File: src/rtl/i2c_pkg.sv
// Shared definitions for the I2C transaction arbiter and the I2C master/slave benches.
// Contents: bus field widths, FSM state encoding, default timing constants and
// the packed command payload latched per transaction.
package i2c_pkg;

  localparam int unsigned I2C_ADDR_W = 7;
  localparam int unsigned I2C_BYTE_W = 8;

  // Arbiter FSM state encoding
  localparam logic [2:0] ST_IDLE    = 3'd0;
  localparam logic [2:0] ST_SETUP   = 3'd1;
  localparam logic [2:0] ST_START   = 3'd2;
  localparam logic [2:0] ST_STOP    = 3'd3;
  localparam logic [2:0] ST_CAPTURE = 3'd4;

  // Default configuration and master timing
  localparam int unsigned DEF_NUM_REQ      = 4;
  localparam int unsigned DEF_SETUP_CYCLES = 2;
  localparam int unsigned DEF_START_CYCLES = 40;
  localparam int unsigned DEF_STOP_CYCLES  = 10;
  localparam int unsigned DEF_CNT_W        = 8;

  // Fields forwarded to the master for one transaction
  typedef struct packed {
    logic                  mode;
    logic [I2C_ADDR_W-1:0] addr;
    logic [I2C_BYTE_W-1:0] regist;
  } i2c_cmd_t;

endpackage

File: src/rtl/i2c_txn_arbiter_if.sv
// Requester and master-side signal bundle for i2c_txn_arbiter.
// Modport master: the arbiter (drives gnt/done/rd_data and the m_* controls).
// Modport slave : the environment (requesters plus the I2C master's data_out).
// req_lock exists only when I2C_ARB_LOCK_EN is defined.
interface i2c_txn_arbiter_if
  import i2c_pkg::*;
#(
  parameter int unsigned NUM_REQ = DEF_NUM_REQ
) ();

  logic [NUM_REQ-1:0]            req;
  logic [NUM_REQ-1:0]            req_mode;
  logic [NUM_REQ*I2C_ADDR_W-1:0] req_addr;
  logic [NUM_REQ*I2C_BYTE_W-1:0] req_reg;
  logic [NUM_REQ-1:0]            gnt;
  logic [NUM_REQ-1:0]            done;
  logic [I2C_BYTE_W-1:0]         rd_data;
`ifdef I2C_ARB_LOCK_EN
  logic [NUM_REQ-1:0]            req_lock;
`endif

  logic                          m_en;
  logic                          m_start;
  logic                          m_stop;
  logic                          m_mode;
  logic [I2C_ADDR_W-1:0]         m_address;
  logic [I2C_BYTE_W-1:0]         m_regist;
  logic [I2C_BYTE_W-1:0]         m_data_out;

  modport master (
`ifdef I2C_ARB_LOCK_EN
    input  req_lock,
`endif
    input  req, req_mode, req_addr, req_reg, m_data_out,
    output gnt, done, rd_data, m_en, m_start, m_stop, m_mode, m_address, m_regist
  );

  modport slave (
`ifdef I2C_ARB_LOCK_EN
    output req_lock,
`endif
    output req, req_mode, req_addr, req_reg, m_data_out,
    input  gnt, done, rd_data, m_en, m_start, m_stop, m_mode, m_address, m_regist
  );

endinterface

File: src/rtl/i2c_rr_pick.sv
// Combinational round-robin picker: first set request at or after ptr_i, wrapping at N.
// Ports: req_i   request vector
//        ptr_i   round-robin start index (0..N-1)
//        gnt_c_o one-hot grant (zero when no request)
//        idx_c_o index of the granted request
//        any_c_o at least one request is set
module i2c_rr_pick #(
  parameter int unsigned N     = 4,
  parameter int unsigned IDX_W = 2
) (
  input  logic [N-1:0]     req_i,
  input  logic [IDX_W-1:0] ptr_i,
  output logic [N-1:0]     gnt_c_o,
  output logic [IDX_W-1:0] idx_c_o,
  output logic             any_c_o
);

  // Scan N positions starting at the pointer; the first hit wins
  always_comb begin
    logic found;
    gnt_c_o = '0;
    idx_c_o = '0;
    found   = 1'b0;
    for (int unsigned k = 0; k < N; k++) begin
      int unsigned pos;
      pos = (32'(ptr_i) + k) % N;
      if (!found && req_i[IDX_W'(pos)]) begin
        found                 = 1'b1;
        gnt_c_o[IDX_W'(pos)]  = 1'b1;
        idx_c_o               = IDX_W'(pos);
      end
    end
  end

  assign any_c_o = |req_i;

endmodule

File: src/rtl/i2c_txn_arbiter.sv
// Round-robin arbiter sharing one I2C master between NUM_REQ requesters.
// Drives the master's en/start/stop/mode/address/regist with fixed phase timing
// (SETUP -> START -> STOP -> CAPTURE) and returns the master's data_out to the
// granted requester with a one-cycle done pulse.
// Ports: clk, reset_n (synchronous, active-low)
//        bus (i2c_txn_arbiter_if.master): req/req_mode/req_addr/req_reg in,
//        gnt/done/rd_data out, m_en/m_start/m_stop/m_mode/m_address/m_regist out,
//        m_data_out in.
// Optional: define I2C_ARB_LOCK_EN to add req_lock, which holds the round-robin
// pointer on the current requester so it can be re-granted back-to-back.
module i2c_txn_arbiter
  import i2c_pkg::*;
#(
  parameter int unsigned NUM_REQ      = DEF_NUM_REQ,
  parameter int unsigned SETUP_CYCLES = DEF_SETUP_CYCLES,
  parameter int unsigned START_CYCLES = DEF_START_CYCLES,
  parameter int unsigned STOP_CYCLES  = DEF_STOP_CYCLES,
  parameter int unsigned CNT_W        = DEF_CNT_W
) (
  input logic               clk,
  input logic               reset_n,
  i2c_txn_arbiter_if.master bus
);

  localparam int unsigned IDX_W = (NUM_REQ > 1) ? $clog2(NUM_REQ) : 1;

  logic [2:0]            state_q, state_d;
  logic [CNT_W-1:0]      cnt_q, cnt_d;
  logic [IDX_W-1:0]      rr_q, rr_d;
  logic [IDX_W-1:0]      idx_q, idx_d;
  logic [NUM_REQ-1:0]    gnt_q, gnt_d;
  logic [NUM_REQ-1:0]    done_q, done_d;
  logic [I2C_BYTE_W-1:0] rd_data_q, rd_data_d;
  logic                  m_en_q, m_en_d;
  logic                  m_start_q, m_start_d;
  logic                  m_stop_q, m_stop_d;
  i2c_cmd_t              cmd_q, cmd_d;

  logic [NUM_REQ-1:0]    pick_gnt;
  logic [IDX_W-1:0]      pick_idx;
  logic                  pick_any;
  i2c_cmd_t              sel_cmd;
  logic [IDX_W-1:0]      rr_adv;

  i2c_rr_pick #(
    .N     (NUM_REQ),
    .IDX_W (IDX_W)
  ) u_pick (
    .req_i   (bus.req),
    .ptr_i   (rr_q),
    .gnt_c_o (pick_gnt),
    .idx_c_o (pick_idx),
    .any_c_o (pick_any)
  );

  // One-hot mux of the winning requester's packed fields
  always_comb begin
    sel_cmd = '0;
    for (int unsigned i = 0; i < NUM_REQ; i++) begin
      if (pick_gnt[i]) begin
        sel_cmd.mode   = bus.req_mode[i];
        sel_cmd.addr   = bus.req_addr[i*I2C_ADDR_W +: I2C_ADDR_W];
        sel_cmd.regist = bus.req_reg[i*I2C_BYTE_W +: I2C_BYTE_W];
      end
    end
  end

  // Pointer to the requester after the current one, wrapping at NUM_REQ-1
  assign rr_adv = (idx_q == IDX_W'(NUM_REQ - 1)) ? '0 : idx_q + IDX_W'(1);

  // Next-state and output logic
  always_comb begin
    state_d   = state_q;
    cnt_d     = cnt_q;
    rr_d      = rr_q;
    idx_d     = idx_q;
    gnt_d     = gnt_q;
    done_d    = '0;
    rd_data_d = rd_data_q;
    m_en_d    = 1'b1;
    m_start_d = m_start_q;
    m_stop_d  = m_stop_q;
    cmd_d     = cmd_q;

    case (state_q)
      ST_IDLE: begin
        if (pick_any) begin
          state_d = ST_SETUP;
          gnt_d   = pick_gnt;
          idx_d   = pick_idx;
          cmd_d   = sel_cmd;
          cnt_d   = '0;
        end
      end
      ST_SETUP: begin
        if (cnt_q == CNT_W'(SETUP_CYCLES - 1)) begin
          state_d   = ST_START;
          m_start_d = 1'b1;
          cnt_d     = '0;
        end else begin
          cnt_d = cnt_q + CNT_W'(1);
        end
      end
      ST_START: begin
        // start and stop hand over on the same edge, never overlapping
        if (cnt_q == CNT_W'(START_CYCLES - 1)) begin
          state_d   = ST_STOP;
          m_start_d = 1'b0;
          m_stop_d  = 1'b1;
          cnt_d     = '0;
        end else begin
          cnt_d = cnt_q + CNT_W'(1);
        end
      end
      ST_STOP: begin
        if (cnt_q == CNT_W'(STOP_CYCLES - 1)) begin
          state_d  = ST_CAPTURE;
          m_stop_d = 1'b0;
          cnt_d    = '0;
        end else begin
          cnt_d = cnt_q + CNT_W'(1);
        end
      end
      ST_CAPTURE: begin
        state_d   = ST_IDLE;
        rd_data_d = bus.m_data_out;
        done_d    = gnt_q;
        gnt_d     = '0;
        rr_d      = rr_adv;
`ifdef I2C_ARB_LOCK_EN
        if (bus.req_lock[idx_q]) begin
          rr_d = idx_q;
        end
`endif
      end
      default: begin
        state_d   = ST_IDLE;
        gnt_d     = '0;
        m_start_d = 1'b0;
        m_stop_d  = 1'b0;
        cnt_d     = '0;
      end
    endcase
  end

  // State register; reset aborts any transaction on the same edge
  always_ff @(posedge clk) begin
    if (!reset_n) begin
      state_q   <= ST_IDLE;
      cnt_q     <= '0;
      rr_q      <= '0;
      idx_q     <= '0;
      gnt_q     <= '0;
      done_q    <= '0;
      rd_data_q <= '0;
      m_en_q    <= 1'b0;
      m_start_q <= 1'b0;
      m_stop_q  <= 1'b0;
      cmd_q     <= '0;
    end else begin
      state_q   <= state_d;
      cnt_q     <= cnt_d;
      rr_q      <= rr_d;
      idx_q     <= idx_d;
      gnt_q     <= gnt_d;
      done_q    <= done_d;
      rd_data_q <= rd_data_d;
      m_en_q    <= m_en_d;
      m_start_q <= m_start_d;
      m_stop_q  <= m_stop_d;
      cmd_q     <= cmd_d;
    end
  end

  assign bus.gnt       = gnt_q;
  assign bus.done      = done_q;
  assign bus.rd_data   = rd_data_q;
  assign bus.m_en      = m_en_q;
  assign bus.m_start   = m_start_q;
  assign bus.m_stop    = m_stop_q;
  assign bus.m_mode    = cmd_q.mode;
  assign bus.m_address = cmd_q.addr;
  assign bus.m_regist  = cmd_q.regist;

endmodule

File: src/flat_wrapper.sv
// flat-port wrapper written by rule: the top's interface ports become plain ports
module i2c_txn_arbiter_flat import i2c_pkg::*;
#(
  parameter int unsigned NUM_REQ      = DEF_NUM_REQ,
  parameter int unsigned SETUP_CYCLES = DEF_SETUP_CYCLES,
  parameter int unsigned START_CYCLES = DEF_START_CYCLES,
  parameter int unsigned STOP_CYCLES  = DEF_STOP_CYCLES,
  parameter int unsigned CNT_W        = DEF_CNT_W
)
  (clk, reset_n, bus_req, bus_req_mode, bus_req_addr, bus_req_reg, bus_m_data_out, bus_gnt, bus_done, bus_rd_data, bus_m_en, bus_m_start, bus_m_stop, bus_m_mode, bus_m_address, bus_m_regist);
  i2c_txn_arbiter_if #(.NUM_REQ(NUM_REQ)) bus_i ();
  input logic clk;
  input logic reset_n;
  input wire logic [$bits(bus_i.req)-1:0] bus_req;
  input wire logic [$bits(bus_i.req_mode)-1:0] bus_req_mode;
  input wire logic [$bits(bus_i.req_addr)-1:0] bus_req_addr;
  input wire logic [$bits(bus_i.req_reg)-1:0] bus_req_reg;
  input wire logic [$bits(bus_i.m_data_out)-1:0] bus_m_data_out;
  output wire logic [$bits(bus_i.gnt)-1:0] bus_gnt;
  output wire logic [$bits(bus_i.done)-1:0] bus_done;
  output wire logic [$bits(bus_i.rd_data)-1:0] bus_rd_data;
  output wire logic [$bits(bus_i.m_en)-1:0] bus_m_en;
  output wire logic [$bits(bus_i.m_start)-1:0] bus_m_start;
  output wire logic [$bits(bus_i.m_stop)-1:0] bus_m_stop;
  output wire logic [$bits(bus_i.m_mode)-1:0] bus_m_mode;
  output wire logic [$bits(bus_i.m_address)-1:0] bus_m_address;
  output wire logic [$bits(bus_i.m_regist)-1:0] bus_m_regist;
  assign bus_i.req = bus_req;
  assign bus_i.req_mode = bus_req_mode;
  assign bus_i.req_addr = bus_req_addr;
  assign bus_i.req_reg = bus_req_reg;
  assign bus_i.m_data_out = bus_m_data_out;
  assign bus_gnt = bus_i.gnt;
  assign bus_done = bus_i.done;
  assign bus_rd_data = bus_i.rd_data;
  assign bus_m_en = bus_i.m_en;
  assign bus_m_start = bus_i.m_start;
  assign bus_m_stop = bus_i.m_stop;
  assign bus_m_mode = bus_i.m_mode;
  assign bus_m_address = bus_i.m_address;
  assign bus_m_regist = bus_i.m_regist;
  i2c_txn_arbiter #(.NUM_REQ(NUM_REQ), .SETUP_CYCLES(SETUP_CYCLES), .START_CYCLES(START_CYCLES), .STOP_CYCLES(STOP_CYCLES), .CNT_W(CNT_W)) u_core (.clk(clk), .reset_n(reset_n), .bus(bus_i));
endmodule
File: config.mk
export PLATFORM = sky130hd
export DESIGN_NAME = i2c_txn_arbiter_flat
export DESIGN_NICKNAME = d
export VERILOG_FILES = /design/src/rtl/i2c_pkg.sv /design/src/rtl/i2c_txn_arbiter_if.sv /design/src/rtl/i2c_rr_pick.sv /design/src/rtl/i2c_txn_arbiter.sv /design/src/flat_wrapper.sv
export SDC_FILE = /design/constraint.sdc
export NUM_CORES = 1
export LEC_CHECK = 0
export CORE_MARGIN = 3
export CORE_UTILIZATION = 44
export DETAILED_ROUTE_END_ITERATION = 16
export GPL_TIMING_DRIVEN = 0
export PLACE_DENSITY = 0.86
export SLEW_MARGIN = 0
export SYNTH_ARGS = -nofsm -noshare
export SYNTH_HDL_FRONTEND = slang
export SYNTH_HIERARCHICAL = 1
export SYNTH_SLANG_ARGS = --single-unit
File: constraint.sdc
create_clock -name clk -period 4.4 [get_ports clk]
set_input_delay 0.88 -clock clk [delete_from_list [all_inputs] [get_ports clk]]
set_output_delay 0.88 -clock clk [all_outputs]
set_load 0.005 [all_outputs]
Yosys cells after proc, flatten, opt, wreduce, memory -nomap -nowiden --
Index checks and enable logic that the tools add are counted.
Storage, ports and cells: register bits 50, word-level logic and storage cells 118
Operators by class: add/subtract/negate cells 5, $lt $le $gt $ge 8, eq/ne operators 12, muxes and demuxes 51, bitwise gates (word level) 7, reduce and logical (&&, ||, !) cells 22
Operators by type and width (number):
- 16-bit two-way mux | 4
- 8-bit case mux with 5 select lines | 1
- 8-bit two-way mux | 4
- 4-bit two-way mux | 5
- 1-bit two-way mux | 16
- 2-bit by 3-bit < comparator with 1-bit output, second input constant | 4
- 3-bit two-way mux | 4
- 4-bit OR | 3
- 3-bit case mux with 4 select lines | 1
- 2-bit two-way mux | 5
- 3-bit OR reduction | 3
- 8-bit by 1-bit adder with 8-bit output, second input constant | 1
- 1-bit binary-select mux with 2-bit select | 4
- 1-bit demux with 2-bit select | 4
- 8-bit by 1-bit == test with 1-bit output, second input constant | 1
- 8-bit by 4-bit == test with 1-bit output, second input constant | 1
- 8-bit by 6-bit == test with 1-bit output, second input constant | 1
- 2-bit by 1-bit greater-or-equal comparator with 1-bit output, second input constant | 4
- 2-bit by 1-bit != test with 1-bit output, second input constant | 4
- 4-bit case mux with 2 select lines | 1
- 2-bit AND reduction | 4
- 1-bit logical AND | 7
- 3-bit by 2-bit == test with 1-bit output, second input constant | 2
- 1-bit case mux with 3 select lines | 2
- 11 further kinds | 19

Logic depth before layout (Yosys ltp) --
depth after elaboration 16, depth in mapped cells 13, mapped depth without buffers 10

By module --
The synthesis kept the hierarchy.
By module, submodules not included:
- i2c_txn_arbiter | instances 1, cells each 294, area an instance 2479.9 um^2
- i2c_rr_pick | instances 1, cells each 49, area an instance 411.6 um^2

Worst setup path after synthesis --
No wires, ideal clock.
path kind flip-flop to flip-flop, start point reg u_core.rr_q[0], end point reg u_core.cmd_q, in the netlist u_core/bus.m_address[2], data arrival time 3.050 ns, required time 4.326 ns, slack 1.276 ns, stages on the path, launching flop included 13, path buffers 3, period minus slack after synthesis 3.124 ns, cell sequence dfxtp_1 > buf_2 > inv_1 > ha_1 > mux4_2 > nor4b_4 > a22oi_1 > o21ai_0 > clkbuf_1 > clkbuf_1 > a221o_1 > o211ai_1 > a31oi_1
Between the ends: elaborated cells on any way between the ends 51
RTL lines:
- from (decl) | line i2c_txn_arbiter.sv:29 | logic [IDX_W-1:0] rr_q, rr_d;
- from (signal assigned) | line i2c_txn_arbiter.sv:163 | rr_q <= rr_d;
- parallel branches: the longest is 11 deep, another holds 2-bit by 3-bit < comparator with 1-bit output
- 4-bit two-way mux * | line i2c_rr_pick.sv:27 | if (!found && req_i[IDX_W'(pos)]) begin
- net u_core.pick_gnt[1] | line i2c_txn_arbiter.sv:39 | logic [NUM_REQ-1:0] pick_gnt;
- 16-bit two-way mux * (3 in series) | line i2c_txn_arbiter.sv:60 | if (pick_gnt[i]) begin
- to (signal assigned) | line i2c_txn_arbiter.sv:171 | cmd_q <= cmd_d;
- to (decl) | line i2c_txn_arbiter.sv:37 | i2c_cmd_t cmd_q, cmd_d;
Mark *: on every way through the listed nets, which the timed path passes. The select of a mux whose other input is x is not followed. A chain may end at the register's enable or synchronous reset.

Worst setup path after layout --
start point in bus_req[2], end point reg u_core.cmd_q, in the netlist u_core/bus.m_address[2]
Between the ends: elaborated cells on any way between the ends 30
RTL lines:
- from (decl) | line flat_wrapper.sv:14 | input wire logic [$bits(bus_i.req)-1:0] bus_req;
- 1-bit binary-select mux with 2-bit select | line i2c_rr_pick.sv:27
- 1-bit two-way mux (implied by the code) | line i2c_rr_pick.sv:27
- 1-bit two-way mux | line i2c_rr_pick.sv:27
- 1-bit zero test | line i2c_rr_pick.sv:27
- 1-bit logical AND | line i2c_rr_pick.sv:27
- 1-bit two-way mux | line i2c_rr_pick.sv:27
- 1-bit zero test | line i2c_rr_pick.sv:27
- 1-bit logical AND | line i2c_rr_pick.sv:27
- 1-bit two-way mux | line i2c_rr_pick.sv:27
- 1-bit zero test | line i2c_rr_pick.sv:27
- 1-bit logical AND | line i2c_rr_pick.sv:27
- 4-bit two-way mux * | line i2c_rr_pick.sv:27
- net u_core.pick_gnt[1] | line i2c_txn_arbiter.sv:39
- 16-bit two-way mux * (3 in series) | line i2c_txn_arbiter.sv:60
Mark *: on every way through the listed nets, which the timed path passes. The rest lies on a longest branch. The select of a mux whose other input is x is not followed.

==> parameters.txt <==
Parameter                              Value

Outcome
  Status ... finished clean

Global route
  Largest net degree at the start of global routing ... 15
  Total routing usage reported by global routing ... roughly a quarter
  Global-route wire length before repair ... roughly 15000 microns
  Initial antenna violation count ... 0
  Global route overflow ... 0
  Vias in the first global route ... around 3000

Logic synthesis
  Cell type contributing the most total cell area after synthesis ... dfxtp_1
  Distinct cell type count after synthesis ... 55
  Post-synthesis net count ... 429
  Synth warnings ... 6
  Count of state elements after synthesis ... 50
  Synth Instances ... approximately 340
  Post-synth EDFFs ... 0
  Dominant synthesized flop cell ... dfxtp_1
  Mean Syn Cell Area ... 8.430 sq um
  Total standard cell area after synthesis ... 2892 sq um
  Synth top area cells ... dfxtp_1, nand2_1, o211ai_1, a221o_1, a31oi_1
  Part of the Yosys area used for sequential elements ... 34.62%
  Share of async-settable or async-resettable flops after synthesis ... 0%
  Portion of synthesized cell area occupied by the leading cell type ... around 35%

Floorplan
  Die footprint ... 7580 sq um
  Die height ... 87.07 microns
  I/O pin total ... 113
  Core Area ... 6131 sq um
  Initial core utilization ... 47.16%
  Number of rows created at floorplan ... 28
  Die Width ... between 80 and 90 microns

Hold path
  Worst hold path startpoint ... u_core/bus.rd_data[5]
  Worst min-delay path category ... reg2reg
  Worst hold path endpoint ... u_core/bus.rd_data[5]
  Worst Hold Path Cells ... 2

Setup path
  Top fanout value on the critical path ... 10
  Critical path launch point type ... input pin
  Worst R2R Start ... u_core/rr_q[0]
  Endpoint class of the critical path ... register
  FF-to-FF setup slack ... roughly 0.46 ns
  Setup CP Type ... in2reg
  Data required time of the critical path ... 4.62 ns
  Worst reg2reg endpoint ... u_core/bus.m_address[2]
  R2R depth ... 12
  Crit path DAT ... 4.16 ns

Finish
  Area delta synth->final ... 45.91%
  Final cell count without fillers ... 537
  Total inserted antenna cells ... 0
  Most frequent standard cell in the layout excluding fill and tap cells ... clkdlybuf4s50_1
  Fraction of layout instances using a drive strength above 1 ... 7.143%
  Number of nets in the final layout ... approximately 550
  Commonest cells after routing, fill and taps aside ... clkdlybuf4s50_1, dfxtp_1, nand2_1

STA
  Tmin final ... between 3 and 4 ns
  Total count of max-transition violations in the final report ... 0
  Accumulated negative setup slack ... 0 ns
  Portion of the clock cycle consumed by the worst path in the final layout ... 89.63%
  Max_slew headroom ... 66.68%
  Unrepaired setup endpoints after global routing ... no
  Worst clock skew ... 0.007411 ns
  F_max ... between 0.2 and 0.3 GHz
  Pin slew with the least headroom to its limit ... 0.4997 ns
  Setup-violating endpoint count in the final report ... 0
  Final hold viol count ... 0
  Fin worst setup slack ... 0.4562 ns

Drt
  Overall via count from detail_route ... a little over 3000
  Average wire per standard cell ... 16.97 microns
  DRC violation total after the first TritonRoute iteration ... 198
  First-pass iteration count of the detailed router ... 5
  Total wire length ... approximately 9100 microns
  Via/cell ratio ... 5.778
  Number of remaining DRC errors ... 0
  Count of nets left with antenna violations after detail routing ... 0

Clock network
  Cell at the root of the clock tree ... clkbuf_8
  Longest Clk Path Bufs ... 2
  Post-CTS setup buffer count ... 0
  Depth of the CTS H-tree ... 2
  Hold buffer count at cts ... 0
  CTS Buf Count ... 5
  Sinks on Clock Net ... 50
  CTS clk-pin slew, worst paths ... 0.09 ns
  Number of instances resized during post-cts repair ... 0
  Insertion delay of the later-clocked pin in the worst-skew pair ... 0.30 ns
  Clock tree from TritonCTS ... done

Power
  Worst VDD drop ... 211.7 uV
  Areal power density over the cells ... 383.1 nW/um^2
  LEAKAGE ... 0.001499 uW

Place
  Number of buffers added on ports ... 112
  Weighted congestion at the end of routability-driven global placement ... roughly 0.90
  Placed Cells ... 530
  Post-placement setup slack ... 0.2518 ns
  Final HPWL from detailed placement ... 7154 microns

Run
  Max-capacitance violation count ... 0
## worst max-delay path: stages
cell             delay (ns)
clkdlybuf4s50_1        0.52
mux4_2                 0.64
nor2b_1                0.34
a22oi_1                0.13
o21ai_0                0.26
clkbuf_1               0.41
clkbuf_1               0.42
a221o_1                0.24
o211ai_1               0.09
a31oi_1                0.21
## kinds of logic after synthesis
family	share of synthesized area, %
adders and majority gates	3.462
xor gates and xnor gates	0.9089
muxes	4.847
DFF	34.62
AOI/OAI and AO/OA	30.42
buffers and inverters	5.971
and+or+nand+nor	19.78
## state kept, by name, indices dropped and copies added, names as in the netlist
| name | count |
|---|---|
| u_core/bus.done | 4 |
| u_core/bus.gnt | 4 |
| u_core/bus.m_address | 7 |
| u_core/bus.m_en | 1 |
| u_core/bus.m_mode | 1 |
| u_core/bus.m_regist | 8 |
| u_core/bus.m_start | 1 |
| u_core/bus.m_stop | 1 |
| u_core/bus.rd_data | 8 |
| u_core/cnt_q | 8 |
| u_core/idx_q | 2 |
| u_core/rr_q | 2 |
| u_core/state_q | 3 |
## Yosys cell counts (3+ instances only)
cell	count
xnor2_1	3
nor2b_1	6
a31oi_1	21
nand2b_1	4
and3_1	5
buf_2	9
mux2i_1	5
ha_1	8
a221o_1	14
a22oi_1	8
buf_4	3
clkbuf_1	14
o21ai_0	8
nand3_1	6
nor2_1	18
mux4_2	4
o211ai_1	21
dfxtp_1	50
inv_1	10
o21ai_1	17
nand2_1	48
a21oi_1	17
nor3_1	3
or4_1	3
## layer usage
metal | share of wire (%) | vias to the layer above | global-route usage (%) | routed length, microns
li1 | - | 1521 | - | -
met5 | 0 | - | 0 | 0
met2 | 53 | 107 | 42.10 | 4787
met4 | 2.0 | 0 | 8.357 | 181
met3 | 4.8 | 12 | 3.595 | 440
met1 | 41 | 1463 | 30.37 | 3701
## report_power, final
| group | internal, uW | leakage (uW) | switching, uW | total (uW) |
|---|---|---|---|---|
| Combinational | 350 | 0.00103 | 346 | 696 |
| Sequential | 541 | 0.000408 | 53.2 | 594 |
| Clock | 182 | 0.0000573 | 145 | 327 |
| Total | 1070 | 0.00150 | 544 | 1620 |
## final cells by class
cell class / instances / area (sq um)
inverters: 11 / 41.29
repair buffers: 112 / 1121
clock buffers: 6 / 82.58
plain buffers: 27 / 131.4
flip-flops and latches: 50 / 1001
fillers: 484 / 1912
clock inverters: 1 / 30.03
multi-input cells: 255 / 1718
well taps: 75 / 93.84
## metrics by stage
stage	cell area, sq um	utilization (%)	hold slack [ns]	power, uW
after floorplan	2892	-	0.4527	969.8
after global placement	4106	66.98	0.4420	1272
after detailed placement	4106	66.98	0.4467	1290
after CTS	4219	68.82	0.4594	1618
after global routing	4219	68.82	0.4981	1719
final	4219	68.82	0.4584	1616
## worst max path at each step
| stage | from | end | slack (ns) | cells after the start |
|---|---|---|---|---|
| after detailed placement | bus_req[2] | u_core/bus.m_address[0] | 0.25 | 10 |
| after floorplan | u_core/rr_q[0] | u_core/bus.m_address[2] | 1.28 | 12 |
| after CTS | u_core/rr_q[0] | u_core/bus.m_regist[7] | 0.54 | 12 |
| after global placement | bus_req[2] | u_core/bus.m_regist[4] | 0.34 | 10 |
| after global routing | u_core/rr_q[0] | u_core/bus.m_regist[7] | 0.16 | 12 |
| final | bus_req[2] | u_core/bus.m_address[2] | 0.46 | 10 |
Power figures use the tool's default switching activity.
